`config.mk`:
```
export PLATFORM = sky130hd
export DESIGN_NAME = alu_sequencer
export DESIGN_NICKNAME = d
export VERILOG_FILES = /design/src/rtl/alu_sequencer.sv
export SDC_FILE = /design/constraint.sdc
export NUM_CORES = 1
export LEC_CHECK = 0
export ABC_AREA = 1
export BUFFER_PORTS_ARGS = -buffer_cell sky130_fd_sc_hd__buf_4
export CAP_MARGIN = 25
export CORE_ASPECT_RATIO = 0.6
export CORE_UTILIZATION = 35
export CTS_CLUSTER_DIAMETER = 30
export CTS_CLUSTER_SIZE = 25
export DETAILED_ROUTE_END_ITERATION = 8
export PLACE_DENSITY = 0.62
export SETUP_SLACK_MARGIN = 0.2
export SLEW_MARGIN = 25
export SYNTH_ARGS = -nofsm -noshare
export SYNTH_HDL_FRONTEND = slang
export SYNTH_SLANG_ARGS = --single-unit
```
`constraint.sdc`:
```
create_clock -name clk -period 3.5 [get_ports clk]
set_input_delay 0.525 -clock clk [delete_from_list [all_inputs] [get_ports clk]]
set_output_delay 0.525 -clock clk [all_outputs]
set_load 0.005 [all_outputs]
```
`src/rtl/alu_sequencer.sv`:
```
// Drives the MiniBit bus and active-low strobes for one ALU op: load A, load B, execute, latch flags, read back.
// Each step holds its strobe low LOW_CYCLES, then holds the bus HOLD_CYCLES; done lands 5*(L+H) cycles after accept.
// No backpressure: start is only sampled in IDLE and is otherwise dropped.
module alu_sequencer #(
    parameter int LOW_CYCLES  = 1,
    parameter int HOLD_CYCLES = 1
) (
    input  logic       clk,
    input  logic       rst_n,
    input  logic       start,
    input  logic [7:0] op_a,
    input  logic [7:0] op_b,
    input  logic [7:0] alu_ctl,
    output logic       busy,
    output logic       done,
    output logic [7:0] result,
    output logic       flag_c,
    output logic       flag_lt,
    output logic       flag_z,
    output logic [7:0] bus_out,
    output logic       bus_oe,
    input  logic [7:0] bus_in,
    input  logic       fl_carry,
    input  logic       fl_lt,
    input  logic       fl_z,
    output logic       a_r,
    output logic       b_r,
    output logic       o_r,
    output logic       flb_r,
    output logic       fl_r,
    output logic       o_w,
    output logic       a_bus,
    output logic       b_bus
);
    localparam int MAX_CYCLES = (LOW_CYCLES > HOLD_CYCLES) ? LOW_CYCLES : HOLD_CYCLES;
    localparam int CW         = $clog2(MAX_CYCLES) + 1;
    localparam logic [CW-1:0] LOW_LAST  = CW'(LOW_CYCLES - 1);
    localparam logic [CW-1:0] HOLD_LAST = CW'(HOLD_CYCLES - 1);

    typedef enum logic [2:0] {IDLE, LDA, LDB, EXE, FLG, RD, DONE} state_t;

    state_t        state_q, state_d;
    logic          low_q, low_d;
    logic [CW-1:0] cnt_q, cnt_d;
    logic [7:0]    a_q, a_d, b_q, b_d, ctl_q, ctl_d;
    logic [7:0]    result_q, result_d;
    logic [2:0]    flags_q, flags_d;
    logic          busy_q, busy_d, done_q, done_d, bus_oe_q, bus_oe_d;
    logic [7:0]    bus_out_q, bus_out_d;
    // {a_r, b_r, o_r, flb_r, fl_r, o_w}
    logic [5:0]    strb_q, strb_d;

    function automatic state_t next_step(input state_t s);
        case (s)
            LDA:     next_step = LDB;
            LDB:     next_step = EXE;
            EXE:     next_step = FLG;
            FLG:     next_step = RD;
            default: next_step = DONE;
        endcase
    endfunction

    always_comb begin : next_state
        state_d  = state_q;
        low_d    = low_q;
        cnt_d    = cnt_q;
        a_d      = a_q;
        b_d      = b_q;
        ctl_d    = ctl_q;
        result_d = result_q;
        flags_d  = flags_q;
        case (state_q)
            IDLE: begin
                if (start) begin
                    state_d = LDA;
                    low_d   = 1'b1;
                    cnt_d   = '0;
                    a_d     = op_a;
                    b_d     = op_b;
                    ctl_d   = alu_ctl;
                end
            end
            DONE: state_d = IDLE;
            default: begin
                if (low_q) begin
                    if (cnt_q == LOW_LAST) begin
                        low_d = 1'b0;
                        cnt_d = '0;
                    end else begin
                        cnt_d = cnt_q + 1'b1;
                    end
                end else if (cnt_q == HOLD_LAST) begin
                    state_d = next_step(state_q);
                    low_d   = 1'b1;
                    cnt_d   = '0;
                end else begin
                    cnt_d = cnt_q + 1'b1;
                end
            end
        endcase
        // o_w is still low on this edge, so the bus carries the ALU output.
        if (state_q == RD && low_q && cnt_q == LOW_LAST) begin
            result_d = bus_in;
            flags_d  = {fl_carry, fl_lt, fl_z};
        end
    end

    // Outputs are decoded from the next state so they can be registered without a cycle of lag.
    always_comb begin : output_decode
        busy_d    = (state_d != IDLE) && (state_d != DONE);
        done_d    = (state_d == DONE);
        bus_oe_d  = 1'b0;
        bus_out_d = 8'h00;
        strb_d    = 6'b111111;
        case (state_d)
            LDA: begin
                bus_oe_d  = 1'b1;
                bus_out_d = a_d;
                strb_d    = low_d ? 6'b011111 : 6'b111111;
            end
            LDB: begin
                bus_oe_d  = 1'b1;
                bus_out_d = b_d;
                strb_d    = low_d ? 6'b101111 : 6'b111111;
            end
            EXE: begin
                bus_oe_d  = 1'b1;
                bus_out_d = ctl_d;
                strb_d    = low_d ? 6'b110011 : 6'b111111;
            end
            FLG:     strb_d = low_d ? 6'b111101 : 6'b111111;
            RD:      strb_d = low_d ? 6'b111110 : 6'b111111;
            default: strb_d = 6'b111111;
        endcase
    end

    always_ff @(posedge clk) begin
        if (!rst_n) begin
            state_q   <= IDLE;
            low_q     <= 1'b0;
            cnt_q     <= '0;
            a_q       <= 8'h00;
            b_q       <= 8'h00;
            ctl_q     <= 8'h00;
            result_q  <= 8'h00;
            flags_q   <= 3'b000;
            busy_q    <= 1'b0;
            done_q    <= 1'b0;
            bus_oe_q  <= 1'b0;
            bus_out_q <= 8'h00;
            strb_q    <= 6'b111111;
        end else begin
            state_q   <= state_d;
            low_q     <= low_d;
            cnt_q     <= cnt_d;
            a_q       <= a_d;
            b_q       <= b_d;
            ctl_q     <= ctl_d;
            result_q  <= result_d;
            flags_q   <= flags_d;
            busy_q    <= busy_d;
            done_q    <= done_d;
            bus_oe_q  <= bus_oe_d;
            bus_out_q <= bus_out_d;
            strb_q    <= strb_d;
        end
    end

    assign busy    = busy_q;
    assign done    = done_q;
    assign result  = result_q;
    assign {flag_c, flag_lt, flag_z} = flags_q;
    assign bus_oe  = bus_oe_q;
    assign bus_out = bus_out_q;
    assign {a_r, b_r, o_r, flb_r, fl_r, o_w} = strb_q;
    assign a_bus   = 1'b1;
    assign b_bus   = 1'b1;
endmodule

```
After elaboration in Yosys (flattened, before gate mapping)
Cells that the tools add are included.
{"block": "totals", "inputBits": 38, "regBits": 57, "word_cells": 64, "out_inout_bits": 30}
{"block": "classes", "eq_ne": 14, "n_reduce_logical": 7, "addsub": 1, "n_mux": 27, "n_bitwise": 2}
{"op": "2-to-1 mux 8 bit", "n": 6}
{"op": "case mux 6 bit (5 select lines)", "n": 1}
{"op": "case mux 8 bit (3 select lines)", "n": 1}
{"op": "== test 3 bit, second input constant", "n": 6}
{"op": "== test 3 x 2 -> 1 bit, second input constant", "n": 4}
{"op": "case mux 3 bit (4 select lines)", "n": 1}
{"op": "2-to-1 mux 3 bit", "n": 3}
{"op": "2-to-1 mux 1 bit", "n": 8}
{"op": "== test 3 x 1 -> 1 bit, second input constant", "n": 2}
{"op": "2-to-1 mux 6 bit", "n": 1}
{"op": "case mux 3 bit (2 select lines)", "n": 1}
{"op": "2-to-1 mux 5 bit", "n": 1}
{"op": "2-to-1 mux 4 bit", "n": 1}
{"op": "case mux 1 bit (2 select lines)", "n": 2}
{"op": "logical AND 1 bit", "n": 3}
{"op": "logical NOT 3 bit", "n": 1}
{"op": "!= test 3 bit, second input constant", "n": 1}
{"op": "nonzero test 3 bit", "n": 1}
{"op": "OR reduction 3 bit", "n": 1}
{"op": "2-to-1 mux 2 bit", "n": 1}
{"op": "!= test 2 bit, second input constant", "n": 1}
{"op": "NOT 1 bit", "n": 2}
{"op": "AND reduction 2 bit", "n": 1}
{"op": "adder 1 bit, second input constant", "n": 1}

Depth between registers and ports, before layout
Gate-level depths: netlist (run 1).
{"block": "depth", "word_depth": 8, "mapped_depth": 12}

Worst setup path after synthesis (run 1)
Ideal clock, no wire load.
{"block": "synth_path", "path_type": "input -> register", "startpoint": "input start", "endpoint": "register strb_q[3]", "stages": 9, "path_buffers": 2, "setup_slack_ns": 1.881, "setup_time_ns": 0.117, "arrival_ns": 1.502, "required_time_ns": 3.383, "path_cell_list": "buf_2 -> nand3_2 -> nand2_1 -> inv_1 -> nand2_4 -> buf_4 -> nand2_1 -> a21boi_1 -> nand2_1"}
{"block": "synth_via", "elab_chain_cells": 4, "word_cells_on_any_way": 11, "cone_classes": "5 x eq/ne; 6 x mux"}
{"element": "start, declared", "line": "10", "text": "input logic start,"}
{"element": "2-to-1 mux 3 bit / 2-to-1 mux 1 bit (equally long branches)", "line": "74", "text": "if (start) begin"}
{"element": "case mux 3 bit (2 select lines) / case mux 1 bit (2 select lines) (equally long branches)", "line": "72", "text": "case (state_q)"}
{"element": "== test 3 bit, or another cell as far along", "line": "115", "text": "case (state_d)"}
{"element": "case mux 6 bit (5 select lines) (*)", "line": "115"}
{"element": "end signal, assigned", "line": "165", "text": "strb_q <= strb_d;"}
{"element": "end, declared", "line": "51", "text": "logic [5:0] strb_q, strb_d;"}
Every way passes the cells marked *; elsewhere a longest branch is shown, timed or not.
A chain may end at the register's enable or synchronous reset.

Worst setup path in the final report (run 1)
{"block": "layout_path", "startpoint": "register state_q[1]", "endpoint": "register bus_out_q[7], in the netlist bus_out[7]"}
{"block": "layout_via", "elab_chain_cells": 7, "word_cells_on_any_way": 18, "cone_classes": "8 x eq/ne; 9 x mux; 1 x reduce/logical"}
{"element": "start, declared", "line": "42", "text": "state_t state_q, state_d;"}
{"element": "start signal, assigned", "line": "153", "text": "state_q <= state_d;"}
{"element": "== test 3 bit, or another cell as far along", "line": "54", "text": "case (s)"}
{"element": "case mux 3 bit (4 select lines)", "line": "54"}
{"element": "2-to-1 mux 3 bit", "line": "92", "text": "end else if (cnt_q == HOLD_LAST) begin"}
{"element": "2-to-1 mux 3 bit", "line": "85", "text": "if (low_q) begin"}
{"element": "case mux 3 bit (2 select lines)", "line": "72"}
{"element": "== test 3 x 2 -> 1 bit / == test 3 x 1 -> 1 bit (equally long branches)", "line": "115"}
{"element": "case mux 8 bit (3 select lines) (*)", "line": "115"}
{"element": "end signal, assigned", "line": "164", "text": "bus_out_q <= bus_out_d;"}
{"element": "end, declared", "line": "49", "text": "logic [7:0] bus_out_q, bus_out_d;"}
Marks and branches as above.

==> results of run 1 <==
synthesized netlist by cell type (all sizes together):
library cell  instances
nand3                23
nor2                 40
nand4                18
nand2               136
nor3                  1
o2111ai               1
clkbuf               11
dfxtp                55
conb                  1
o21ai                22
nand3b                1
a21boi                1
inv                  36
buf                  12
a21oi                17
a31oi                 1
nor4                  1
critical path: cells and delay by family (launching register included):
| family | cells | cell delay [ns] |
|---|---|---|
| AND/OR/NAND/NOR | 6 | 1.21 |
| flip-flops | 1 | 0.53 |
| AO/OA/AOI/OAI | 1 | 0.12 |
| buffers and inverters | 1 | 0.06 |
state kept, by name, indices dropped and copies added, names as in the netlist, 3 cells and up:
register / flops
b_q: 8
a_q: 8
ctl_q: 8
strb_q: 5
bus_out: 8
state_q: 3
flags_q: 3
result: 8
area by class of cell:
class | instances | area [µm²] | share of cell area (%)
well taps | 87 | 109 | 3.35
clock buffers | 8 | 156 | 4.82
repair buffers | 67 | 523 | 16.1
inverters | 36 | 135 | 4.16
flip-flops and latches | 55 | 1100 | 33.9
multi-input cells | 264 | 1220 | 37.6
cell families (layout without fill, tap and decap cells):
group | count (synthesis) | in the layout | share of synthesized area (%)
and+or+nand+nor | 220 | 220 | 38.3
buffers and inverters | 59 | 111 | 10.3
DFF | 55 | 55 | 42.6
AOI/OAI and AO/OA | 42 | 42 | 8.58
other | 1 | 2 | 0.145
final timing paths:
check                to  slack, ns  depth (start not counted)
min          flags_q[2]       0.45                          3
min reg2reg    ctl_q[1]       0.49                          2
max reg2reg  bus_out[7]       1.52                          8
max          bus_out[7]       1.52                          8
metrics by stage:
stage,hold WS [ns],setup slack (ns),total power [µW],instances
after floorplan,0.465,1.88,2020,378
after global placement,0.476,1.44,2280,508
after detailed placement,0.480,1.41,2300,509
after CTS,0.451,1.41,2840,517
after global routing,0.458,1.36,3070,517
final,0.452,1.52,2840,517
power groups by stage:
stage	clock network, µW	registers [µW]	logic [µW]
2_1_floorplan	0	864	1160
3_3_place_gp	0	884	1400
3_5_place_dp	0	883	1420
4_1_cts	534	871	1430
5_1_grt	561	887	1620
6_report	524	872	1450
metal layers:
layer  global-route usage (%)  share of wire [%]
met2                     25.5                 38
met3                     4.20                4.3
met5                        0                  0
met4                     4.44               0.81
met1                     26.2                 57
==> qor.yml, run 1 <==
ys_warn_count: 0
synth-seq-cells: 55
dpl_cell_area_um2: 3090
grt_max_degree: 33
routedWlPerCell_um: 12.4
final_util_pct: 47.0
synth_top_area_cell: "dfxtp_1"
cp_max_fo: 20
required_ns: 3.74
min_path_type: "input pin to register"
layout_common_cells: "nand2_1, buf_4, dfxtp_1"
outcome: "finished, final reports clean"
pwr_density_cell_nw_per_um2: 875
ant_nets: 0
swShare_pct: 46.2
cts_setup_buffers: 0
synth_area_um2: 2580
slew_headroom_pct: 58.0
critical_path.startpoint: "state_q[1]"
clock-skew-final_ns: 0.00297
cts_resized: 0
gp_congestion: 0.792
grt_pass1_vias: 2152
combPwrFrac_pct: 50.9
coreArea_um2: 6910
finalMaxSlewViolations: 0
cts_sinks: 55
setup-violations-final: 0
dieArea_um2: 7740
critPathSlowestCell: "dfxtp_1"
crit_type: "register to register"
synthDistinctLibCells: 27
worstPathArrival_ns: 2.22
root_buffer: "clkbuf_16"
grtUsageTotal_pct: 17.7
clk_pin_slew_ns: 0.07
fmax_mhz: 505
fillers: 727
fp-row-count: 23
grt_pass1_wl_um: 10500
synth-seq-area-share_pct: 42.6
fin_nets: 467
timing.rr.start: "state_q[1]"
synth_area_leaders: "dfxtp_1, nand2_1, nor2_1"
cts_max_path_buffers: 2
clk_latency_ns: 0.29
layout_min_cycle_time_ns: 1.98
initial_utilization_pct: 37.4
syn_inst: 377
vias: 2409
final_common_cell: "nand2_1"
drc: 0
hold_violations: 0
switchingPower_uw: 1310
cp_cell_sequence: "nor2_4 -> nand2_2 -> nand3b_1 -> nor2_4 -> o21ai_2 -> nor2_4 -> nand2_1 -> inv_1"
port_buffers: 65
design_area_um2: 3250
cts_hold_buffers: 0
hold_start: "fl_carry"
antenna_found_initial: 0
drt-total-wl_um: 6430
fin_setup_tns_ns: 0
slowest_delay_ns: 0.53
rsz0062_at_grt: "false"
vias_per_cell: 4.66
max_cap_violations: 0
antenna_cells: 0
syn2layout_area_growth_pct: 25.7
finalCritPeriodShare_pct: 56.6
dp_hpwl_um: 4670
dieHeight_um: 68.5
cts_buffers: 5
drive_gt1_share_pct: 20.9
tightest_slew_ns: 0.629
cts_tree: "yes"
crit_path_start_kind: "register"
endpoint_kind: "register"
power_frac_seq_pct: 30.7
die_w_um: 113
htreeDepth: 2
avgSynthCellArea_um2: 6.85
power_frac_clock_pct: 18.4
dr.pass1.iters: 4
overflow: 0
drtIter0Drc: 167
peakVddDrop_v: 0.000438
cp_common_cell: "nor2_4"
p_int_uw: 1530
io-pin-count: 68
synth_top_area_share_pct: 42.6
power_leakage_uw: 0.00167
Note: power is estimated with default switching activity, not from simulation.
==> run 2: changes to the inputs <==
Settings changed: ABC_AREA 1 to 0, PLACE_DENSITY 0.62 to 0.63.
Clock period 3.5 ns to 2.1 ns, I/O delays scaled along.
==> run 2 against run 1 <==
  * Sequential power increased by 38%
  * Sequential share of layout area increased by 5.0 points
  * First-iteration DRC count decreased by 60%
  * Hold slack got worse by 0.20 ns
  * Critical path depth decreased by 4
  * Sequential cell count unchanged
  * Non-clock buffer count increased by 3
  * Clock skew increased by 0.0034 ns
  * Critical endpoint is now bus_out[1]
  * Largest power group is now registers
==> qor.yml, run 2 <==
yosys-top-cells-count: "dfxtp_1, nand2_1, nor2b_1"
synth_area_um2: 2220
htreeDepth: 2
cts_sinks: 55
root_buffer: "clkbuf_8"
overflow: 0
antenna_cells: 0
gp_congestion: 0.754
dpl_cell_area_um2: 2740
cp_max_fo: 9
rsz0062_at_grt: "false"
vias_per_cell: 4.57
worstPathArrival_ns: 1.93
fin_nets: 325
layout_common_cells: "buf_4, dfxtp_1, nand2_1"
avgSynthCellArea_um2: 9.76
io-pin-count: 68
min_path_type: "input pin to register"
drc: 0
hold_start: "fl_carry"
r2r-end: "bus_out[1]"
synth.most_common_cell: "dfxtp_1"
final_common_cell: "buf_4"
finalCritPeriodShare_pct: 81.9
finalWorstSetupSlack_ns: 0.379
endpoint_kind: "register"
timing.critical_path.buf_inv: 0
ys.flop_type: "dfxtp_1"
dieHeight_um: 63.8
grtUsageTotal_pct: 14.7
timing.rr.start: "state_q[0]"
ant_nets: 0
crit_type: "register to register"
fmax_mhz: 581
crit_path_start_kind: "register"
synth-seq-cells: 55
min_to: "flags_q[2]"
grt_pass1_vias: 1683
dp_hpwl_um: 3420
initial_utilization_pct: 36.4
coreArea_um2: 6110
cts_max_path_buffers: 2
cts_setup_buffers: 0
drtIter0Drc: 66
cts_hold_buffers: 0
syn2layout_area_growth_pct: 27.0
setup-violations-final: 0
synth_top_area_share_pct: 49.5
power_leakage_uw: 0.00118
critPathTopFamily: "compound AO/OA/AOI/OAI gates"
hold_violations: 0
syn_inst: 228
min_path_cells: 3
slew_headroom_pct: 56.1
clk_latency_ns: 0.30
outcome: "finished, final reports clean"
cts_buffers: 5
synthDistinctLibCells: 33
cts_tree: "yes"
drive_gt1_share_pct: 27.1
grt_pass1_wl_um: 7780
synth-seq-area-share_pct: 49.5
design_area_um2: 2830
routedWlPerCell_um: 12.7
async_flop_share_pct: 0
pwr_density_cell_nw_per_um2: 829
slowest_delay_ns: 0.53
ys_warn_count: 0
reg2reg_slack_ns: 0.38
grt_max_degree: 43
port_buffers: 65
cp_cell_sequence: "and3b_1 -> o21ai_1 -> o22ai_1 -> o21a_1"
clk_pin_slew_ns: 0.09
finalMaxSlewViolations: 0
fin_setup_tns_ns: 0
clock-skew-final_ns: 0.00640
peakVddDrop_v: 0.000277
required_ns: 2.30
fp-row-count: 22
final_util_pct: 46.2
synth_edf_count: 0
drt-total-wl_um: 4730
holdWs_ns: 0.255
max_cap_violations: 0
ff2ff_path_depth: 4
cts_resized: 0
vias: 1701
synth_area_leaders: "dfxtp_1, mux2i_1, nor2b_1"
dr.pass1.iters: 4
post-place-ws_ns: 0.385
dieArea_um2: 6690
layout_min_cycle_time_ns: 1.72
antenna_found_initial: 0
die_w_um: 105
synth_top_area_cell: "dfxtp_1"
critPathSlowestCell: "o21ai_1"
tightest_slew_ns: 0.654
## run 2: cell count changes in the layout (fill, tap and decap cells not counted), moves of 6 or more
cell / change
nor2b_1: +28
o21a_1: +8
mux2i_1: +24
inv_1: -31
nand2b_1: +6
o21ai_0: -17
o22ai_1: +9
a21boi_0: +6
nand3_1: -18
nand4_1: -18
nor2_1: -24
nand2_1: -101
a21oi_1: -14
## run 2: layer usage
layer  wire [µm]  up-vias  track usage (%)
met3         241        4             4.08
met4          24        0             3.17
li1            -      876                -
met2        1950       44             22.5
met5           0        -                0
met1        2520      777             20.6
## run 2: worst reg2reg max path: cells and delay by family (launching register included)
family / cells / cell delay (ns)
and+or+nand+nor: 1 / 0.22
AOI/OAI and AO/OA: 3 / 0.91
DFF: 1 / 0.51
## run 2: cell families after synthesis
kind of cell / count (synthesis) / synth area share [%]
muxes: 24 / 10.8
other: 1 / 0.169
and+or+nand+nor: 86 / 20.5
AOI/OAI and AO/OA: 40 / 12.8
DFF: 55 / 49.5
buffers and inverters: 22 / 6.24
## run 2: final cells by class
type,instances,area [µm²]
multi-input cells,152,988
fillers,606,3290
clock buffers,7,76.3
well taps,84,105
flip-flops and latches,55,1100
clock inverters,1,5.00
inverters,3,11.3
repair buffers,70,538
## run 2: worst max path at each step
stage                            end        from  depth (start not counted)
after floorplan           bus_out[0]  state_q[0]                          7
after global placement    bus_out[6]  state_q[2]                          5
after detailed placement  bus_out[1]  state_q[0]                          4
after CTS                 bus_out[1]  state_q[0]                          4
after global routing      bus_out[4]  state_q[2]                          5
final                     bus_out[1]  state_q[0]                          4
## run 2: stage by stage
step	total power (µW)	instances
floorplan	1640	229
global placement	1800	364
detailed placement	1810	364
CTS	2370	372
global route	2480	372
finish	2340	372
## run 2: where the power goes
| part | leakage, µW | internal (µW) | total, µW | switching (µW) |
|---|---|---|---|---|
| Sequential | 0.000449 | 1140 | 1200 | 59.7 |
| Clock | 0.0000422 | 235 | 564 | 329 |
| Combinational | 0.000690 | 292 | 575 | 283 |
| Total | 0.00118 | 1670 | 2340 | 672 |
